[config.mk]
export PLATFORM = sky130hd
export DESIGN_NAME = hazard_sequencer
export DESIGN_NICKNAME = d
export VERILOG_FILES = /design/src/rtl/hazard_sequencer.sv
export SDC_FILE = /design/constraint.sdc
export NUM_CORES = 1
export LEC_CHECK = 0
export ABC_AREA = 1
export BUFFER_PORTS_ARGS = -buffer_cell sky130_fd_sc_hd__buf_2
export CORE_AREA = 2 2 39 41
export DETAILED_ROUTE_END_ITERATION = 10
export DIE_AREA = 0 0 41 43
export PLACE_DENSITY_LB_ADDON = 0.12
export SLEW_MARGIN = 20
export SYNTH_ARGS = -nofsm -noshare
export SYNTH_HDL_FRONTEND = slang
export SYNTH_SLANG_ARGS = --single-unit
export TNS_END_PERCENT = 20
[constraint.sdc]
create_clock -name clk -period 1.8 [get_ports clk]
set_input_delay 0.09 -clock clk [delete_from_list [all_inputs] [get_ports clk]]
set_output_delay 0.09 -clock clk [all_outputs]
set_load 0.02 [all_outputs]
[src/rtl/hazard_sequencer.sv]
// Pipeline bubble controller: one prioritized FSM that sequences load-use stalls,
// taken-branch flushes and interrupt entry for the five-stage pipeline.
module hazard_sequencer #(
    parameter int STALL_CYCLES = 1,
    parameter int FLUSH_CYCLES = 3,
    parameter int INT_CYCLES   = 4
) (
    input  logic       clk,
    input  logic       reset,
    input  logic       load_use,
    input  logic       branch_taken,
    input  logic       int_req,
    output logic       pc_write_en,
    output logic       ifid_write_en,
    output logic       ifid_flush,
    output logic       idex_flush,
    output logic       fetch_nop,
    output logic       pc_sel_int,
    output logic       int_ack,
    output logic       busy,
    output logic [2:0] remain,
    output logic [1:0] fsm_state
);

    localparam logic [1:0] IDLE   = 2'd0;
    localparam logic [1:0] STALL  = 2'd1;
    localparam logic [1:0] FLUSH  = 2'd2;
    localparam logic [1:0] ST_INT = 2'd3;

    localparam logic [2:0] STALL_LOAD = 3'(STALL_CYCLES - 1);
    localparam logic [2:0] FLUSH_LOAD = 3'(FLUSH_CYCLES - 1);
    localparam logic [2:0] INT_LOAD   = 3'(INT_CYCLES - 1);

    logic [1:0] state;
    logic [1:0] state_nx;
    logic [2:0] cnt;
    logic [2:0] cnt_nx;
    logic       int_pending;
    logic       int_pending_nx;

    logic       int_wanted;
    logic [1:0] entry_state;
    logic [2:0] entry_cnt;

    // Interrupt handshake: int_req is a level held by the requester until it sees
    // int_ack (one cycle, last INT cycle); it must be low at the following edge,
    // otherwise that edge is taken as a fresh request.
    assign int_wanted = int_req | int_pending;

    // Selection used both from IDLE and when a sequence finishes (cnt == 0),
    // which is what makes back-to-back sequences gapless.
    always_comb begin
        entry_state = IDLE;
        entry_cnt   = 3'd0;
        if (branch_taken) begin
            entry_state = FLUSH;
            entry_cnt   = FLUSH_LOAD;
        end else if (int_wanted) begin
            entry_state = ST_INT;
            entry_cnt   = INT_LOAD;
        end else if (load_use) begin
            entry_state = STALL;
            entry_cnt   = STALL_LOAD;
        end
    end

    always_comb begin
        state_nx = state;
        cnt_nx   = cnt;
        case (state)
            IDLE: begin
                state_nx = entry_state;
                cnt_nx   = entry_cnt;
            end
            STALL, FLUSH: begin
                if (branch_taken) begin
                    state_nx = FLUSH;
                    cnt_nx   = FLUSH_LOAD;
                end else if (cnt != 3'd0) begin
                    cnt_nx = cnt - 3'd1;
                end else begin
                    state_nx = entry_state;
                    cnt_nx   = entry_cnt;
                end
            end
            ST_INT: begin
                // Mid-sequence requests are ignored: INT always runs to completion.
                if (cnt != 3'd0) begin
                    cnt_nx = cnt - 3'd1;
                end else begin
                    state_nx = entry_state;
                    cnt_nx   = entry_cnt;
                end
            end
            default: begin
                state_nx = IDLE;
                cnt_nx   = 3'd0;
            end
        endcase
    end

    always_comb begin
        int_pending_nx = int_pending;
        if (state != ST_INT && state_nx == ST_INT) begin
            int_pending_nx = 1'b0;
        end else if (state == ST_INT && cnt == 3'd0 && state_nx == ST_INT) begin
            int_pending_nx = 1'b0;
        end else if ((state == STALL || state == FLUSH) && int_req) begin
            int_pending_nx = 1'b1;
        end
    end

    always_ff @(posedge clk) begin
        if (reset) begin
            state       <= IDLE;
            cnt         <= 3'd0;
            int_pending <= 1'b0;
        end else begin
            state       <= state_nx;
            cnt         <= cnt_nx;
            int_pending <= int_pending_nx;
        end
    end

    // Outputs depend only on registered state and cnt.
    always_comb begin
        pc_write_en   = 1'b1;
        ifid_write_en = 1'b1;
        ifid_flush    = 1'b0;
        idex_flush    = 1'b0;
        fetch_nop     = 1'b0;
        pc_sel_int    = 1'b0;
        int_ack       = 1'b0;
        case (state)
            STALL: begin
                pc_write_en   = 1'b0;
                ifid_write_en = 1'b0;
                idex_flush    = 1'b1;
            end
            FLUSH: begin
                ifid_flush = 1'b1;
                idex_flush = 1'b1;
                fetch_nop  = 1'b1;
            end
            ST_INT: begin
                ifid_write_en = 1'b0;
                ifid_flush    = 1'b1;
                idex_flush    = 1'b1;
                fetch_nop     = 1'b1;
                pc_write_en   = (cnt == 3'd0);
                pc_sel_int    = (cnt == 3'd0);
                int_ack       = (cnt == 3'd0);
            end
            default: begin
                pc_write_en   = 1'b1;
                ifid_write_en = 1'b1;
            end
        endcase
    end

    assign busy      = (state != IDLE);
    assign remain    = (state == IDLE) ? 3'd0 : cnt;
    assign fsm_state = state;

endmodule

==> results.cfg, run 1 <==
[status]
status = finished, final reports clean

[global_route]
grt_pass1_wl_um = 1680
grt_pass1_vias = 416
grt.total_usage_pct = 15.1
grt_overflow = 0
antenna_found_initial = 0
grt_max_degree = 7

[synthesis]
yosysWarnings = 0
netlist_instances = 74
synth.top_cell.area_share_pct = 22.9
synth_nets = 86
ys.flop_type = dfxtp_1
seq_area_frac_synth_pct = 22.9
ys_seq_elements = 6
synth_area_leader_cell = dfxtp_1
synth_edf_count = 0
async_flop_share_pct = 0
syn_area_um2 = 524
yosysUniqueCellTypes = 21
syn_area_per_cell_um2 = 7.08
synth.area.top_cells = dfxtp_1, ha_1, nand2_1, inv_1, nor2_1

[place]
numPortBuffers = 17
gp_congestion = 0.831
dp_hpwl_um = 850
dpl.cell_count = 105

[power_and_ir_drop]
clockPowerShare_pct = 11.3
swShare_pct = 53.2
internal-power_w = 0.000525
p_per_area_nw_per_um2 = 1760
pwr-share-seq_pct = 17.7
vdd_drop_max_v = 0.000665
comb_power_share_pct = 71.0
leakagePower_nw = 0.350
power_switching_w = 0.000596

[floorplan]
io_pins = 18
die_width_um = 41
placementRows = 14
die_h_um = 43
coreArea_um2 = 1380
initial_core_util_pct = 37.9
dieArea_um2 = 1760

[routing]
routed_wl_um = 1030
first_iter_violations = 11
vias_per_cell = 4.65
top_layer = met4
met2_length_um = 422
wl_per_cell_um = 9.56
wl_met1_um = 496
firstDrtPassIters = 4
met3WireLength_um = 68
dr_total_vias = 502
detail-route-antenna-nets = 0
drc_errors = 0

[layout]
final_cell_mix = buf_2, nand2_1, inv_1, nor2_1, ha_1
final_common_cell = buf_2
layout.cells.non_filler = 108
antennaDiodeCount = 0
nets = 106
drive_gt1_share_pct = 40.2
syn_to_final_growth_pct = 21.5

[critical_path]
cp-end-kind = output port
start_kind = flop
r2r_cells = 9
path_max_fanout = 5
cp.arrival_ps = 1440
critical_path.startpoint = cnt[0]$_SDFF_PP0_
path_class = reg -> out
r2r-end = int_pending$_SDFFE_PP0P_
critPathRequiredTime_ps = 1710
crit_end = pc_write_en
r2r-start = fsm_state[0]$_SDFF_PP0_
r2r_setup_slack_ps = 370

[timing]
slew_violations = 0
worstMarginPinSlew_ps = 284
timing.final.hold_violations = 0
slew_headroom_pct = 80.9
fin_tns_setup_ps = 0
min_period_ps = 1530
rsz0062_at_grt = no
finalCritPeriodShare_pct = 84.9
fmax_ghz = 0.654
setup_viol = 0
skew_ps = 3.70

[cts]
cts.htree.levels = 1
clk_pin_slew_worst_paths_ps = 40
cts_tree = built
clock_latency_ps = 250
cts_setup_buffers = 0
cts_max_path_buffers = 2
clock-sinks = 6
cts-root-buf = clkbuf_4
ctsHoldBuffers = 0
numCtsBuffers = 3
ctsResizeCount = 0

[hold_path]
min_path_type = in -> reg

[run]
cap_viol_max_count = 0
per-layer routing:
layer / vias up / global-route usage [%]
li1: 267 / -
met1: 211 / 19.0
met2: 19 / 19.1
met3: 5 / 4.71
met4: 0 / 14.0
met5: - / 0
cells in the mapped netlist (2+ instances only):
cell	n
nand2_1	12
inv_1	9
nor2_1	9
ha_1	7
dfxtp_1	6
a21oi_1	4
inv_2	4
nand2_2	4
nand3_2	3
buf_4	2
nand3_1	2
nor2_2	2
o21ai_1	2
worst min path at each step:
stage | cells past startpoint | slack (ps) | end | start
detailed placement | 2 | 360 | fsm_state[1]$_SDFF_PP0_ | reset
global route | 2 | 90 | fsm_state[1]$_SDFF_PP0_ | reset
floorplan | 1 | 160 | cnt[1]$_SDFF_PP0_ | reset
global placement | 2 | 360 | fsm_state[1]$_SDFF_PP0_ | reset
finish | 2 | 90 | cnt[1]$_SDFF_PP0_ | reset
CTS | 2 | 90 | cnt[1]$_SDFF_PP0_ | reset
worst max-delay path, cell delays in order, from the launching register on:
cell and delay (ps):
dfxtp_1 300, inv_1 70, ha_1 240, nand2_2 150
nor2_1 80, or2_1 200, buf_2 150
flip-flops by register name (all words and copies together) (netlist names):
name / cells
cnt: 3
fsm_state: 2
int_pending: 1
cell families (layout without fill, tap and decap cells):
family	count (synthesis)	count (layout)	share of synthesized area, %
DFF	6	6	22.9
buffers and inverters	15	33	12.2
xor gates and xnor gates	1	1	1.67
adders and majority gates	7	7	16.7
and+or+nand+nor	36	36	36.8
AOI/OAI and AO/OA	9	9	9.79
power by group through the flow:
stage | Clock (W) | Combinational (W) | Sequential [W]
floorplan | 0 | 0.000620 | 0.000219
global placement | 0 | 0.000806 | 0.000200
detailed placement | 0 | 0.000800 | 0.000201
CTS | 0.000130 | 0.000804 | 0.000199
global route | 0.000143 | 0.000897 | 0.000204
finish | 0.000127 | 0.000795 | 0.000199
final cells by class:
type,count,area (um^2)
Inverter,13,48.8
Multi-Input combinational cell,53,340
Fill cell,150,747
Timing Repair Buffer,17,85.1
Tap cell,16,20.0
Clock buffer,3,22.5
Sequential cell,6,120
through the flow:
stage | hold WS [ps] | setup WS, ps | instance area, um^2 | utilization (%) | total power, W
after floorplan | 159 | 278 | 524 | - | 0.000838
after global placement | 356 | 382 | 614 | 44.4 | 0.00101
after detailed placement | 356 | 368 | 614 | 44.4 | 0.00100
after CTS | 90.8 | 262 | 637 | 46.0 | 0.00113
after global routing | 88.3 | 135 | 637 | 46.0 | 0.00124
final | 88.2 | 272 | 637 | 46.0 | 0.00112
Note: power is estimated with default switching activity, not from simulation.
==> inputs of run 2 (changes only) <==
- clock period: 1.8 -> 1.52 ns (I/O delays scaled with it)
==> results.cfg, run 2 (synthesis results as in run 1) <==
[status]
status = finished, final reports clean

[layout]
nets = 108
largest_reg_flops = 3
largest_register = cnt
final_common_cell = buf_2
antennaDiodeCount = 0
syn_to_final_growth_pct = 27.0
fin_area_um2 = 666
final_cell_mix = buf_2, nand2_1, inv_1, nor2_1
drive_gt1_share_pct = 46.8

[place]
numPortBuffers = 17
gp_congestion = 0.895
dpl-instance-area_um2 = 631
dp_hpwl_um = 911

[cts]
clock_latency_ps = 250
cts.htree.levels = 1
numCtsBuffers = 3
cts-root-buf = clkbuf_4
clk_pin_slew_worst_paths_ps = 40
clock-sinks = 6
cts_tree = built
cts_max_path_buffers = 2
cts_setup_buffers = 0
ctsHoldBuffers = 0

[floorplan]
coreArea_um2 = 1380
die_width_um = 41
initial_core_util_pct = 37.9
io_pins = 18
dieArea_um2 = 1760
placementRows = 14
die_h_um = 43

[timing]
slew_violations = 0
setup_viol = 0
worstMarginPinSlew_ps = 287
finalCritPeriodShare_pct = 92.4
min_period_ps = 1400
fin_tns_setup_ps = 0
slew_headroom_pct = 80.8
rsz0062_at_grt = no
timing.final.hold_violations = 0
skew_ps = 2.34
fmax_ghz = 0.712

[hold_path]
min-delay-start = reset
hold_path_end = fsm_state[0]$_SDFF_PP0_
hold_depth = 2
min_path_type = in -> reg

[critical_path]
start_kind = flop
r2r-end = int_pending$_SDFFE_PP0P_
r2r_cells = 9
r2r_setup_slack_ps = 130
cp-end-kind = output port
path_class = reg -> out
cp.arrival_ps = 1330
path_max_fanout = 5
critPathRequiredTime_ps = 1440
r2r-start = fsm_state[1]$_SDFF_PP0_

[global_route]
grt-busiest-layer = met2
grt_pass1_vias = 451
grt.met3_usage_pct = 3.14
antenna_found_initial = 0
met1_usage_pct = 19.4
grt_pass1_wl_um = 1760
grt_overflow = 0
grt_max_degree = 7
grt.total_usage_pct = 15.2
met2_usage_pct = 20.9

[power_and_ir_drop]
power_switching_w = 0.000732
leakagePower_nw = 0.357
comb_power_share_pct = 71.9
pwr-share-seq_pct = 17.1
swShare_pct = 52.7
vdd_drop_max_v = 0.000651
clockPowerShare_pct = 11.0
p_per_area_nw_per_um2 = 2090
internal-power_w = 0.000657

[routing]
dr_total_vias = 515
detail-route-antenna-nets = 0
first_iter_violations = 5
firstDrtPassIters = 2
drc_errors = 0
routed_wl_um = 1080
vias_per_cell = 4.68
wl_per_cell_um = 9.83

[run]
cap_viol_max_count = 0
-- run 2: changes by cell type in the layout (fill, tap and decap cells not counted) --
| cell | before | now |
|---|---|---|
| buf_4 | 0 | 2 |
| dfxtp_2 | 0 | 1 |
| ha_2 | 0 | 2 |
| ha_1 | 7 | 5 |
| nand2_2 | 4 | 3 |
| nor2_2 | 2 | 3 |
| dfxtp_1 | 6 | 5 |
| inv_1 | 9 | 8 |
| inv_2 | 4 | 5 |
| nand2_4 | 1 | 2 |
| nor2_1 | 9 | 8 |
-- run 2: power by group through the flow --
stage / registers (W) / logic (W) / clock network, W
after floorplan: 0.000261 / 0.000734 / 0
after global placement: 0.000239 / 0.000987 / 0
after detailed placement: 0.000240 / 0.000984 / 0
after CTS: 0.000237 / 0.000988 / 0.000153
after global routing: 0.000244 / 0.00111 / 0.000168
final: 0.000238 / 0.000999 / 0.000152
-- run 2: layer usage --
metal	wire [um]	vias to the layer above
met4	40	0
met5	0	-
met2	479	15
li1	-	271
met1	499	224
met3	61	5
-- run 2: worst max-delay path by stage --
| stage | depth (start not counted) | to | slack (ps) | start |
|---|---|---|---|---|
| global placement | 9 | int_pending$_SDFFE_PP0P_ | 170 | fsm_state[1]$_SDFF_PP0_ |
| global route | 9 | int_pending$_SDFFE_PP0P_ | 20 | fsm_state[1]$_SDFF_PP0_ |
| CTS | 5 | pc_write_en | 10 | fsm_state[0]$_SDFF_PP0_ |
| finish | 5 | remain[2] | 120 | fsm_state[1]$_SDFF_PP0_ |
| floorplan | 4 | pc_write_en | 20 | fsm_state[1]$_SDFF_PP0_ |
| detailed placement | 9 | int_pending$_SDFFE_PP0P_ | 130 | fsm_state[1]$_SDFF_PP0_ |
-- run 2: layout make-up --
cell class | instances | area, um^2
Sequential cell | 6 | 121
Inverter | 13 | 48.8
Multi-Input combinational cell | 53 | 353
Timing Repair Buffer | 19 | 100
Clock buffer | 3 | 22.5
Tap cell | 16 | 20.0
Fill cell | 145 | 718
-- run 2: stage by stage --
stage | setup slack [ps] | utilization (%) | hold slack (ps) | std cells | power (W)
after floorplan | 20.0 | - | 141 | 74 | 0.000995
after global placement | 173 | 45.6 | 344 | 107 | 0.00123
after detailed placement | 129 | 45.6 | 333 | 107 | 0.00122
after CTS | 10.9 | 47.2 | 72.6 | 110 | 0.00138
after global routing | 17.8 | 48.1 | 77.0 | 110 | 0.00153
final | 116 | 48.1 | 69.5 | 110 | 0.00139
-- run 2: repair_timing --
action                     4_1_cts  5_1_grt
setup endpoints to repair        0        3
gates resized for setup          0        5
hold endpoints to repair         0        0
-- run 2: worst max-delay path: stages (launching register included) --
cell and delay [ps]:
dfxtp_1 360, inv_1 100, ha_1 210, buf_4 160, nor2_1 90, buf_2 160
==> inputs of run 3 (changes only) <==
- CTS_CLUSTER_DIAMETER: unset -> 50
- clock period: 1.52 -> 1.6 ns (I/O delays scaled with it)
==> results.cfg, run 3 (synthesis results as in run 1) <==
[status]
status = finished, final reports clean

[floorplan]
die_width_um = 41
die_h_um = 43
coreArea_um2 = 1380
dieArea_um2 = 1760
initial_core_util_pct = 37.9
io_pins = 18
placementRows = 14

[layout]
largest_register = cnt
syn_to_final_growth_pct = 22.4
nets = 106
layout.cells.non_filler = 108
final_common_cell = buf_2
final_cell_mix = buf_2, nand2_1, inv_1, nor2_1
largest_reg_flops = 3
antennaDiodeCount = 0
drive_gt1_share_pct = 42.4

[power_and_ir_drop]
leakagePower_nw = 0.348
p_per_area_nw_per_um2 = 1970
swShare_pct = 53.3
vdd_drop_max_v = 0.000751
internal-power_w = 0.000590
comb_power_share_pct = 71.0
p_total_w = 0.00126
pwr-share-seq_pct = 17.7
power_switching_w = 0.000674
clockPowerShare_pct = 11.3

[place]
dpl.cell_count = 105
gp_congestion = 0.831
numPortBuffers = 17
dp_hpwl_um = 850

[critical_path]
critPathRequiredTime_ps = 1520
cp-end-kind = output port
r2r-end = int_pending$_SDFFE_PP0P_
path_max_fanout = 5
start_kind = flop
path_class = reg -> out
r2r-start = fsm_state[0]$_SDFF_PP0_
r2r_setup_slack_ps = 170
r2r_cells = 9
cp.arrival_ps = 1410

[cts]
ctsHoldBuffers = 0
cts_max_path_buffers = 2
cts_setup_buffers = 0
cts-root-buf = clkbuf_4
clock_latency_ps = 250
cts_tree = built
clock-sinks = 6
cts.htree.levels = 1
numCtsBuffers = 3
ctsResizeCount = 0
clk_pin_slew_worst_paths_ps = 40

[timing]
timing.hold.ws_ps = 78.2
fin_tns_setup_ps = 0
worstMarginPinSlew_ps = 284
min_period_ps = 1490
timing.final.hold_violations = 0
rsz0062_at_grt = no
skew_ps = 3.67
slew_violations = 0
slew_headroom_pct = 81.0
setup_viol = 0
fmax_ghz = 0.669
finalCritPeriodShare_pct = 93.4

[global_route]
grt_overflow = 0
antenna_found_initial = 0
grt_pass1_vias = 416
grt_max_degree = 7
grt.total_usage_pct = 15.1
grt_pass1_wl_um = 1680

[hold_path]
hold_depth = 2
hold_path_end = cnt[1]$_SDFF_PP0_
min_path_type = in -> reg
min-delay-start = reset

[routing]
vias_per_cell = 4.61
firstDrtPassIters = 4
dr_total_vias = 498
wl_per_cell_um = 9.61
routed_wl_um = 1040
first_iter_violations = 11
drc_errors = 0
detail-route-antenna-nets = 0

[run]
cap_viol_max_count = 0
run 3: cell count changes in the layout (fill, tap and decap cells not counted), sizes merged:
cell | previous run | this run
buf | 19 | 17
run 3: area by class of cell:
type | count | area, um^2
clock buffer | 3 | 22.5
fill | 147 | 742
inverter | 13 | 48.8
multi-input combinational | 53 | 345
sequential | 6 | 120
tap | 16 | 20.0
timing repair buffer | 17 | 85.1
run 3: worst max-delay path by stage:
stage	startpoint	endpoint	slack (ps)
2_1_floorplan	fsm_state[0]$_SDFF_PP0_	int_pending$_SDFFE_PP0P_	80
3_3_place_gp	fsm_state[0]$_SDFF_PP0_	int_pending$_SDFFE_PP0P_	180
3_5_place_dp	fsm_state[0]$_SDFF_PP0_	int_pending$_SDFFE_PP0P_	170
4_1_cts	cnt[0]$_SDFF_PP0_	pc_write_en	70
5_1_grt	cnt[0]$_SDFF_PP0_	pc_write_en	9
6_report	cnt[0]$_SDFF_PP0_	pc_write_en	110
run 3: power groups by stage:
stage / registers, W / clock network, W / logic (W)
6_report: 0.000224 / 0.000143 / 0.000897
5_1_grt: 0.000230 / 0.000161 / 0.00101
4_1_cts: 0.000224 / 0.000146 / 0.000905
3_5_place_dp: 0.000226 / 0 / 0.000900
3_3_place_gp: 0.000225 / 0 / 0.000907
2_1_floorplan: 0.000246 / 0 / 0.000697
run 3: critical path: stages, from the launching register on:
cell,delay (ps)
dfxtp_1,300
inv_1,70
ha_1,240
nand2_2,150
nor2_2,60
or2_1,190
buf_2,150
run 3: layer usage:
metal	share of wire, %	global-route usage [%]	up-vias
met5	0	0	-
met4	4.4	14.0	0
met3	6.4	4.71	5
met2	41	19.1	19
met1	48	19.0	207
li1	-	-	267
run 3: metrics by stage:
stage | setup WS [ps] | area (um^2) | util [%]
floorplan | 78.1 | 524 | -
global placement | 182 | 614 | 44.4
detailed placement | 168 | 614 | 44.4
CTS | 72.1 | 637 | 46.0
global route | 8.58 | 642 | 46.4
finish | 106 | 642 | 46.4
